<file path="src/rtl/store_sequencer_pkg.sv">
// store_sequencer_pkg: size encodings and sequencer state enumeration shared by the store sequencer files
package store_sequencer_pkg;
  typedef enum logic [1:0] {
    SZ_ILL  = 2'd0,
    SZ_BYTE = 2'd1,
    SZ_HALF = 2'd2,
    SZ_WORD = 2'd3
  } size_e;
  typedef enum logic [2:0] {
    S_IDLE,
    S_READ,
    S_WAIT,
    S_WRITE,
    S_DONE
  } state_e;
endpackage

</file>
<file path="src/rtl/store_merge.sv">
// store_merge: overlays the low byte/halfword/word of data onto word according to size (word, data, size in; merged out)
module store_merge
  import store_sequencer_pkg::*;
#(
  parameter int DATA_W = 32
) (
  input  logic [DATA_W-1:0] word,
  input  logic [DATA_W-1:0] data,
  input  size_e             size,
  output logic [DATA_W-1:0] merged
);
  logic [DATA_W-1:0] mask;
  always_comb begin
    mask   = size == SZ_BYTE ? DATA_W'(16'h00ff) : size == SZ_HALF ? DATA_W'(16'hffff) : '1;
    merged = (word & ~mask) | (data & mask);
  end
endmodule

</file>
<file path="src/rtl/store_sequencer.sv">
// store_sequencer: read-modify-write store sequencer (req/req_addr/req_data/req_size/ready handshake; mem_addr/mem_rd/mem_wr/mem_wdata/mem_rdata memory side; done/err pulses)
module store_sequencer
  import store_sequencer_pkg::*;
#(
  parameter int DATA_W = 32,
  parameter int ADDR_W = 32
) (
  input  logic              clk,
  input  logic              reset,
  input  logic              req,
  input  logic [ADDR_W-1:0] req_addr,
  input  logic [DATA_W-1:0] req_data,
  input  logic [1:0]        req_size,
  output logic              ready,
  output logic [ADDR_W-1:0] mem_addr,
  output logic              mem_rd,
  output logic              mem_wr,
  output logic [DATA_W-1:0] mem_wdata,
  input  logic [DATA_W-1:0] mem_rdata,
  output logic              done,
  output logic              err
);
  state_e            state_q, state_d;
  size_e             size_q, size_d;
  logic [ADDR_W-1:0] addr_q, addr_d;
  logic [DATA_W-1:0] data_q, data_d;
  logic [DATA_W-1:0] word_q, word_d;
  logic [DATA_W-1:0] wdata_q, wdata_d;
  logic [DATA_W-1:0] merged;
  logic              accept;
  store_merge #(.DATA_W(DATA_W)) u_merge (
    .word  (word_q),
    .data  (data_q),
    .size  (size_q),
    .merged(merged)
  );
  always_comb begin
    accept  = req && state_q == S_IDLE;
    state_d = state_q == S_IDLE  ? (!req ? S_IDLE : req_size == SZ_ILL ? S_DONE :
                                    req_size == SZ_WORD ? S_WRITE : S_READ) :
              state_q == S_READ  ? S_WAIT :
              state_q == S_WAIT  ? S_WRITE :
              state_q == S_WRITE ? S_DONE : S_IDLE;
    // an illegal store never touches memory, so the visible address must not move
    addr_d  = accept && req_size != SZ_ILL ? req_addr : addr_q;
    data_d  = accept ? req_data : data_q;
    size_d  = accept ? size_e'(req_size) : size_q;
    word_d  = state_q == S_WAIT ? mem_rdata : word_q;
    wdata_d = mem_wdata;
  end
  always_ff @(posedge clk) begin
    if (reset) begin
      state_q <= S_IDLE;
      size_q  <= SZ_ILL;
      addr_q  <= '0;
      data_q  <= '0;
      word_q  <= '0;
      wdata_q <= '0;
    end else begin
      state_q <= state_d;
      size_q  <= size_d;
      addr_q  <= addr_d;
      data_q  <= data_d;
      word_q  <= word_d;
      wdata_q <= wdata_d;
    end
  end
  assign ready     = state_q == S_IDLE;
  assign mem_rd    = state_q == S_READ;
  assign mem_wr    = state_q == S_WRITE;
  assign done      = state_q == S_DONE;
  assign err       = done && size_q == SZ_ILL;
  assign mem_addr  = addr_q;
  // merge inputs are all registered; the register only remembers the last written word
  assign mem_wdata = mem_wr ? merged : wdata_q;
endmodule

</file>
<file path="config.mk">
export PLATFORM = sky130hd
export DESIGN_NAME = store_sequencer
export DESIGN_NICKNAME = d
export VERILOG_FILES = /design/src/rtl/store_sequencer_pkg.sv /design/src/rtl/store_merge.sv /design/src/rtl/store_sequencer.sv
export SDC_FILE = /design/constraint.sdc
export NUM_CORES = 1
export LEC_CHECK = 0
export CORE_ASPECT_RATIO = 1.4
export CORE_MARGIN = 5
export CORE_UTILIZATION = 41
export CTS_CLUSTER_DIAMETER = 120
export DETAILED_ROUTE_END_ITERATION = 6
export PLACE_DENSITY = 0.83
export SYNTH_ARGS = -nofsm -noshare
export SYNTH_HDL_FRONTEND = slang
export SYNTH_SLANG_ARGS = --single-unit
</file>
<file path="constraint.sdc">
create_clock -name clk -period 1.5 [get_ports clk]
set_input_delay 0.225 -clock clk [delete_from_list [all_inputs] [get_ports clk]]
set_output_delay 0.225 -clock clk [all_outputs]
set_load 0.01 [all_outputs]
</file>
Word-level counts from Yosys, hierarchy flattened --
Index checks and enable logic that the tools add are counted.
Word-level totals: bits of input ports 101, output and inout bits 69, word-level logic and storage cells 34, bits in registers 133
Operators by class: eq/ne operators 7, multiplexer cells 10, reduce and logical (&&, ||, !) cells 7, bitwise logic cells 4
Operators with widths (count):
- 2-to-1 mux 32 bit | 3
- AND 32 bit | 2
- NOT 32 bit | 1
- bitwise OR 32 bit | 1
- 2-to-1 mux 3 bit | 6
- equality test 3 x 2 -> 1 bit, second input constant | 2
- equality test 2 bit, second input constant | 2
- logical NOT 2 bit | 2
- equality test 3 x 1 -> 1 bit, second input constant | 1
- equality test 3 bit, second input constant | 1
- logical AND 1 bit | 3
- logical NOT 3 bit | 1
- equality test 2 x 1 -> 1 bit, second input constant | 1
- 2-to-1 mux 2 bit | 1
- nonzero test 2 bit | 1

Depth between registers and ports, before layout --
Gate-level depths: netlist of the first run.
depth after elaboration 7, mapped depth 6, gate-level depth less buffers 4

Modules after synthesis --
A second synthesis of the first run with hierarchy kept.
Unflattened totals: cell total of the unflattened synthesis 594, area total of the unflattened synthesis 5407.7 um2
By module, submodules not included:
- store_sequencer | times used 1, sequential area each 2662.6 um2, area each 4987.3 um2, cells an instance 557
- store_merge | times used 1, sequential area each 0.0 um2, area each 420.4 um2, cells an instance 37

Worst setup path before layout of the first run --
No wires, ideal clock.
kind register -> output, from register size_q[0], to output mem_wdata[17], required time 1.275 ns, arrival time 1.457 ns, cell stages (with the launch flop) 7, path buffers 2, setup slack -0.182 ns, path through dfxtp_1 > inv_1 > ha_1 > buf_2 > buf_2 > mux2i_1 > a21oi_1
Between the ends: word-level cells in the longest chain between the ends 7, elaborated cells on any way between the ends 9, those cells by class eq/ne: 2; mux: 3; bitwise: 4
Ends and longest elaborated chain:
- from (decl) | RTL line store_sequencer.sv:24 | size_e size_q, size_d;
- from (signal assigned) | RTL line store_sequencer.sv:61 | size_q <= size_d;
- equality test 2 bit | RTL line store_merge.sv:14 | mask = size == SZ_BYTE ? DATA_W'(16'h00ff) : size == SZ_HALF ? DATA_W'(16'hffff) : '1;
- 2-to-1 mux 32 bit | RTL line store_merge.sv:14
- 2-to-1 mux 32 bit (*) | RTL line store_merge.sv:14
- NOT 32 bit | RTL line store_merge.sv:15 | merged = (word & ~mask) | (data & mask);
- AND 32 bit | RTL line store_merge.sv:15
- bitwise OR 32 bit (*) | RTL line store_merge.sv:15
- 2-to-1 mux 32 bit (*) | RTL line store_sequencer.sv:75 | assign mem_wdata = mem_wr ? merged : wdata_q;
- to (decl) | RTL line store_sequencer.sv:18 | output logic [DATA_W-1:0] mem_wdata,
Mark *: on every way between the ends. The rest lies on a longest branch, timed or not.

Worst setup path after layout of the first run --
from register size_q[1], to output mem_wdata[27]
The elaborated chain is that of the path after synthesis.

==> impl_summary.txt, run 1 <==
----------------------------------------------------
[Clock network]
  Clk pin slew, worst setup/hold paths ... 60 ps
  Number of buffers inserted during clock tree synthesis ... 17
  CTS Hold Bufs ... 0
  Number of H-tree branching levels ... 4
  CTS tree ... done
  Total clock sinks ... 125
  CTS root buf ... sky130_fd_sc_hd__clkbuf_16
  Maximum clock insertion buffer count ... 2
  Clk Latency, worst-skew pair ... 410 ps

[Timing]
  RSZ-0062 raised after global routing ... true
  Final number of hold-violating endpoints ... 0
  Slew @ Worst Pin ... 504 ps
  Share of the clock period used by the worst path ... 138%
  Worst clock skew on the final layout ... 6.84 ps
  Final Worst Setup Slack ... -576 ps
  Slew Limit Fails ... 0
  Normalized max-slew margin ... 66.4%
  Number of failing setup endpoints in the final timing report ... 135
  Crit path time final ... 2080 ps
  Max Clock Freq ... 482 MHz

[Floorplan]
  Area of the core region ... 0.0123 mm^2
  Die height ... 142 um
  Die Span X ... 104 um
  Standard-cell rows ... 48
  Area of the die ... 0.0148 mm^2
  Starting utilization of the core area ... 41.6%
  Total I/O pin count ... 170

[Yosys]
  Cells after synthesis ... 554
  Fraction of synthesized cell area in xor and xnor cells ... 0%
  Combinational family with the most area after synthesis ... simple AND/OR/NAND/NOR gates
  Top area cells in the synthesized netlist ... sky130_fd_sc_hd__dfxtp_1 49%, sky130_fd_sc_hd__mux2i_1 9.4%, sky130_fd_sc_hd__a21oi_1 8.9%
  Netlist area before placement ... 0.00509 mm^2
  Dominant cell type by area after synthesis ... sky130_fd_sc_hd__dfxtp_1
  Number of enable flip-flop cells after synthesis ... 0
  Mux cell area share after synthesis ... 11.2%
  Proportion of synthesized flip-flops having asynchronous set or reset ... 0%
  Number of distinct library cell variants in the gate-level netlist after synthesis ... 26
  Area share of the largest cell type after synthesis ... 49.1%
  Simple-gate portion of the synthesized area ... 17.5%
  Primary FF master, synth ... sky130_fd_sc_hd__dfxtp_1
  Area fraction in compound gates after synthesis ... 16.0%
  Proportion of synthesized chip area in sequential cells ... 49.1%
  Total of warnings raised by yosys ... 0
  Adder-cell area share of the yosys netlist ... 0.491%
  Number of nets in the synthesized netlist ... 657
  Syn Area/Cell ... 9.19 um^2
  Synthesis-stage register bit count ... 125

[Cells and area]
  Most frequent cells in the layout ... 120 x sky130_fd_sc_hd__dfxtp_1, 91 x sky130_fd_sc_hd__clkdlybuf4s50_1, 60 x sky130_fd_sc_hd__a21oi_2
  Share of final-layout standard cells stronger than drive strength 1 ... 46.5%
  Number of filler instances in the final layout ... 698
  Most common library cell in the layout ignoring fill and taps ... sky130_fd_sc_hd__dfxtp_1
  Number of nets at the end of the flow ... 888
  Layout-stage area growth over the synthesis result ... 90.0%
  Post-layout util ... 79.0%
  Non-filler instance count after layout ... 950
  Final cell area excluding filler cells ... 0.00968 mm^2

[Min path]
  Worst hold-check path type ... in -> reg

[Setup path]
  Cell breakdown of the critical path ... inv_4 > ha_4 > buf_12 > mux2i_4 > a21oi_2 > buf_2
  Crit end category ... output pin
  Startpoint Class ... flop
  Delay of the slowest cell on the worst path ... 350 ps
  Required time of the critical path ... 1270 ps
  Top delay family on crit path ... buffers and inverters
  Category of the critical setup timing path ... reg -> out
  WP data arrival ... 1850 ps
  Buffers and inverters on the worst path ... 3
  Max stage delay cell, worst path ... sky130_fd_sc_hd__dfxtp_2
  Maximum fanout encountered on the critical timing path ... 6

[Detailed routing]
  Routed length per placed instance ... 23.4 um
  DRC violation total after the first TritonRoute iteration ... 268
  Remaining routing DRC violations ... 0
  Detail Route Antenna Nets ... 0
  Post-DR vias/cell ... 5.67
  Overall routed net length ... 22.3 mm
  Total via count in the routed design ... 5,384
  Detailed Routing Iterations Pass 1 ... 5

[Outcome]
  Status ... finished with violations
  Violations in the final reports ... negative setup slack

[Placed design]
  Placed Instance Area ... 0.00712 mm^2
  Detailed placer's ending HPWL ... 10.7 mm
  Number of placed instances, taps included ... 858
  Final RePlAce weighted congestion ... 0.799
  Post-placement setup slack ... -562 ps
  # port buffers ... 161

[Power and ir drop]
  Post-layout power ... 11,500 uW
  Leakage dissipation ... 0.00381 uW
  Worst VDD drop ... 0.000820 V
  Total power density per cell area ... 1190 mW/mm^2

[Job]
  Max capacitance violation total ... 0

[GRT]
  Total gr overflow ... 0
  Initial antenna violation count ... 2
  Vias in the first global route ... 5,508
  Maximum number of pins on one net before global-route repair ... 65
  Overall track demand over capacity in global routing ... 24.6%
  Wire length of the first global-routing pass ... 28.8 mm

----------------------------------------------------
## kinds of logic (layout without fill, tap and decap cells)
kind of cell,Yosys count,after routing
simple gates,168,168
compound gates,149,149
flops,125,125
mux,56,56
buf+inv,54,298
fa+ha+maj,2,2
other cells,0,2
## routing by layer
layer / part of all wire [%] / GRT usage [%]
met1: 36 / 25.6
met5: 0 / 0
met4: 5.0 / 11.9
met2: 54 / 45.5
met3: 5.6 / 6.24
## report_power, final
| part | switching, uW | total, uW | internal, uW | leakage (uW) |
|---|---|---|---|---|
| clock network | 1640 | 4300 | 2660 | 0.000295 |
| logic | 1550 | 3330 | 1770 | 0.00249 |
| registers | 274 | 3850 | 3580 | 0.00102 |
## sequential cells by signal, indices dropped and copies added (netlist names)
name / flops
word_q: 24
size_q: 2
mem_addr: 32
wdata_q: 32
data_q: 32
state_q: 3
## cells in the mapped netlist (7+ instances only)
cell type and n:
sky130_fd_sc_hd__o21ai_0 22, sky130_fd_sc_hd__dfxtp_1 125, sky130_fd_sc_hd__clkbuf_1 28, sky130_fd_sc_hd__nand2_1 69, sky130_fd_sc_hd__buf_6 7, sky130_fd_sc_hd__a211oi_1 24
sky130_fd_sc_hd__o21ai_1 10, sky130_fd_sc_hd__buf_2 11, sky130_fd_sc_hd__a21oi_1 91, sky130_fd_sc_hd__nor2b_1 32, sky130_fd_sc_hd__mux2i_1 48, sky130_fd_sc_hd__nand3b_1 32
sky130_fd_sc_hd__nor2_1 27
## path summary, 6_finish.rpt
path              slack (ps)    startpoint       endpoint  cells after the start
setup / recovery        -580     size_q[1]  mem_wdata[27]                      6
hold / removal           270         reset     data_q[18]                      2
setup reg to reg        -330    state_q[1]   mem_addr[24]                      7
hold reg to reg          460  mem_addr[16]   mem_addr[16]                      2
## stage by stage
stage	setup TNS, ps	hold slack [ps]
4_1_cts	-27210	245
5_1_grt	-41690	272
3_5_place_dp	-31060	448
2_1_floorplan	-34.9	361
3_3_place_gp	-28510	440
6_report	-37290	269
## final cells by class
type | count | area, um^2 | share of cell area, %
inverter | 3 | 26.3 | 0.272
sequential | 125 | 2510 | 26.0
timing repair buffer | 263 | 2890 | 29.9
clock inverter | 14 | 185 | 1.91
tap | 150 | 188 | 1.94
clock buffer | 18 | 429 | 4.44
antenna | 2 | 5.00 | 0.0517
multi-input combinational | 375 | 3440 | 35.6
## what timing repair did
item                       4_1_cts  5_1_grt
setup buffers                   35       10
setup endpoints to repair      136      141
gates cloned                    11        8
pin swaps                      109       64
resized for setup              391      138
No activity file was read; power rests on OpenSTA's default activity.
==> run 2, diff against run 1 <==
==> constraint.sdc (replaced) <==
create_clock -name clk -period 1.5 [get_ports clk]
set_input_delay 0.225 -clock clk [delete_from_list [all_inputs] [get_ports clk]]
set_output_delay 0.225 -clock clk [all_outputs]
set_load 0.05 [all_outputs]
==> impl_summary.txt, run 2 (synthesis gave the netlist of run 1 again) <==
----------------------------------------------------
[Outcome]
  Status ... finished with violations
  Violations in the final reports ... negative setup slack

[Cells and area]
  Most frequent cells in the layout ... 120 x sky130_fd_sc_hd__dfxtp_1, 91 x sky130_fd_sc_hd__clkdlybuf4s50_1, 74 x sky130_fd_sc_hd__buf_4
  Number of filler instances in the final layout ... 630
  Register area ... 0.00252 mm^2
  Multi-input gate area in the final layout ... 0.00361 mm^2
  Share of final-layout standard cells stronger than drive strength 1 ... 51.1%
  Non-filler instance count after layout ... 951
  Layout-stage area growth over the synthesis result ... 96.5%
  Number of nets at the end of the flow ... 890
  Most common library cell in the layout ignoring fill and taps ... sky130_fd_sc_hd__dfxtp_1

[Setup path]
  Startpoint of the worst-slack reg-to-reg timing path ... state_q[2]
  Reg-to-reg slack, setup ... -350 ps
  Max stage delay cell, worst path ... sky130_fd_sc_hd__dfxtp_2
  Crit end category ... output pin
  Maximum fanout encountered on the critical timing path ... 5
  Worst R2R Path Depth ... 8
  Category of the critical setup timing path ... reg -> out
  Delay of the slowest cell on the worst path ... 350 ps
  Required time of the critical path ... 1270 ps
  Startpoint Class ... flop
  FF-to-FF End ... word_q[14]
  WP data arrival ... 2010 ps
  Cell breakdown of the critical path ... inv_2 > ha_4 > buf_6 > mux2i_1 > buf_4 > a21oi_4 > buf_8

[Floorplan]
  Area of the die ... 0.0148 mm^2
  Die Span X ... 104 um
  Die height ... 142 um
  Total I/O pin count ... 170
  Area of the core region ... 0.0123 mm^2
  Starting utilization of the core area ... 41.6%
  Standard-cell rows ... 48

[Power and ir drop]
  Total power density per cell area ... 1160 mW/mm^2
  Switching part of the total power ... 34.2%
  Combinational power share ... 34.4%
  Post-layout power ... 11,600 uW
  Internal power component ... 7640 uW
  Clock Power Share ... 32.5%
  Worst VDD drop ... 0.000900 V
  Leakage dissipation ... 0.00377 uW
  Sequential power share ... 33.1%
  Sw Pwr ... 3970 uW

[Timing]
  Max Clock Freq ... 448 MHz
  Normalized max-slew margin ... 71.3%
  RSZ-0062 raised after global routing ... true
  Hold_ws ... 203 ps
  Worst clock skew on the final layout ... 11.8 ps
  Crit path time final ... 2230 ps
  Slew @ Worst Pin ... 430 ps
  Slew Limit Fails ... 0
  Final Worst Setup Slack ... -731 ps
  Share of the clock period used by the worst path ... 149%
  Final number of hold-violating endpoints ... 0
  Number of failing setup endpoints in the final timing report ... 141

[Placed design]
  Detailed placer's ending HPWL ... 10.6 mm
  # port buffers ... 161
  Post-placement setup slack ... -310 ps
  Final RePlAce weighted congestion ... 0.827
  Number of placed instances, taps included ... 862

[Detailed routing]
  Routed length per placed instance ... 23.0 um
  Detail Route Antenna Nets ... 0
  Post-DR vias/cell ... 5.55
  Overall routed net length ... 21.9 mm
  Remaining routing DRC violations ... 0
  DRC violation total after the first TritonRoute iteration ... 216
  Detailed Routing Iterations Pass 1 ... 6
  Total via count in the routed design ... 5,274

[Clock network]
  Clk Latency, worst-skew pair ... 420 ps
  Total clock sinks ... 125
  Clk pin slew, worst setup/hold paths ... 60 ps
  Number of buffers inserted during clock tree synthesis ... 17
  CTS tree ... done
  Maximum clock insertion buffer count ... 2
  Number of H-tree branching levels ... 4
  CTS root buf ... sky130_fd_sc_hd__clkbuf_16

[Min path]
  Worst hold-check path type ... in -> reg
  WHS Path Cells ... 2
  Hold path startpoint ... reset
  Hold Path Sink ... data_q[3]

[Job]
  Max capacitance violation total ... 0

[GRT]
  Total gr overflow ... 0
  Initial antenna violation count ... 1
  Vias in the first global route ... 5,439
  Maximum number of pins on one net before global-route repair ... 56
  Wire length of the first global-routing pass ... 28.3 mm
  Overall track demand over capacity in global routing ... 24.1%

----------------------------------------------------
-- run 2: power by group through the flow --
stage / combinational [uW] / sequential (uW) / clock (uW)
finish: 4000 / 3840 / 3780
detailed placement: 2520 / 3780 / 0
floorplan: 1400 / 3990 / 0
global route: 4130 / 3860 / 3980
global placement: 2460 / 3770 / 0
CTS: 3320 / 3770 / 3760
-- run 2: worst max-delay path, delay by kind of cell, from the launching register on --
family,cells,cell delay (ps)
AOI/OAI and AO/OA,1,50
adders and majority gates,1,350
buffers and inverters,4,550
DFF,1,350
muxes,1,280
-- run 2: area by class of cell --
type / count / share of cell area [%]
repair buffers: 265 / 31.3
flip-flops and latches: 125 / 25.1
multi-input cells: 375 / 36.1
clock inverters: 14 / 1.11
clock buffers: 18 / 4.29
diodes: 1 / 0.0250
well taps: 150 / 1.88
inverters: 3 / 0.188
-- run 2: worst max-delay path by stage --
stage,end,depth (start not counted),from,slack [ps]
6_report,mem_wdata[31],7,size_q[0],-730
2_1_floorplan,err,3,state_q[1],-380
3_3_place_gp,state_q[0],5,req,-270
5_1_grt,mem_wdata[31],7,size_q[0],-800
4_1_cts,mem_wdata[27],6,size_q[0],-610
3_5_place_dp,mem_addr[7],5,req,-310
-- run 2: metal layers --
layer | up-vias | track usage [%] | share of wire, %
li1 | 2398 | - | -
met1 | 2567 | 24.7 | 36
met2 | 235 | 43.8 | 54
met3 | 74 | 7.01 | 5.5
met4 | 0 | 13.1 | 4.5
met5 | - | 0 | 0
-- run 2: what timing repair did --
| action | 4_1_cts | 5_1_grt |
|---|---|---|
| pin swaps | 47 | 114 |
| resized for setup | 169 | 176 |
| hold buffers | 0 | 0 |
| endpoints found under the setup margin | 95 | 144 |
| buffers inserted | 26 | 23 |
| cloned | 12 | 8 |
-- run 2: metrics by stage --
step / setup TNS, ps / utilization, % / area [um^2]
after global placement: -17890 / 60.9 / 7460
after global routing: -43630 / 81.7 / 10000
after floorplan: -1500 / - / 5500
final: -38170 / 81.7 / 10000
after detailed placement: -21170 / 60.9 / 7460
after CTS: -40770 / 74.4 / 9110
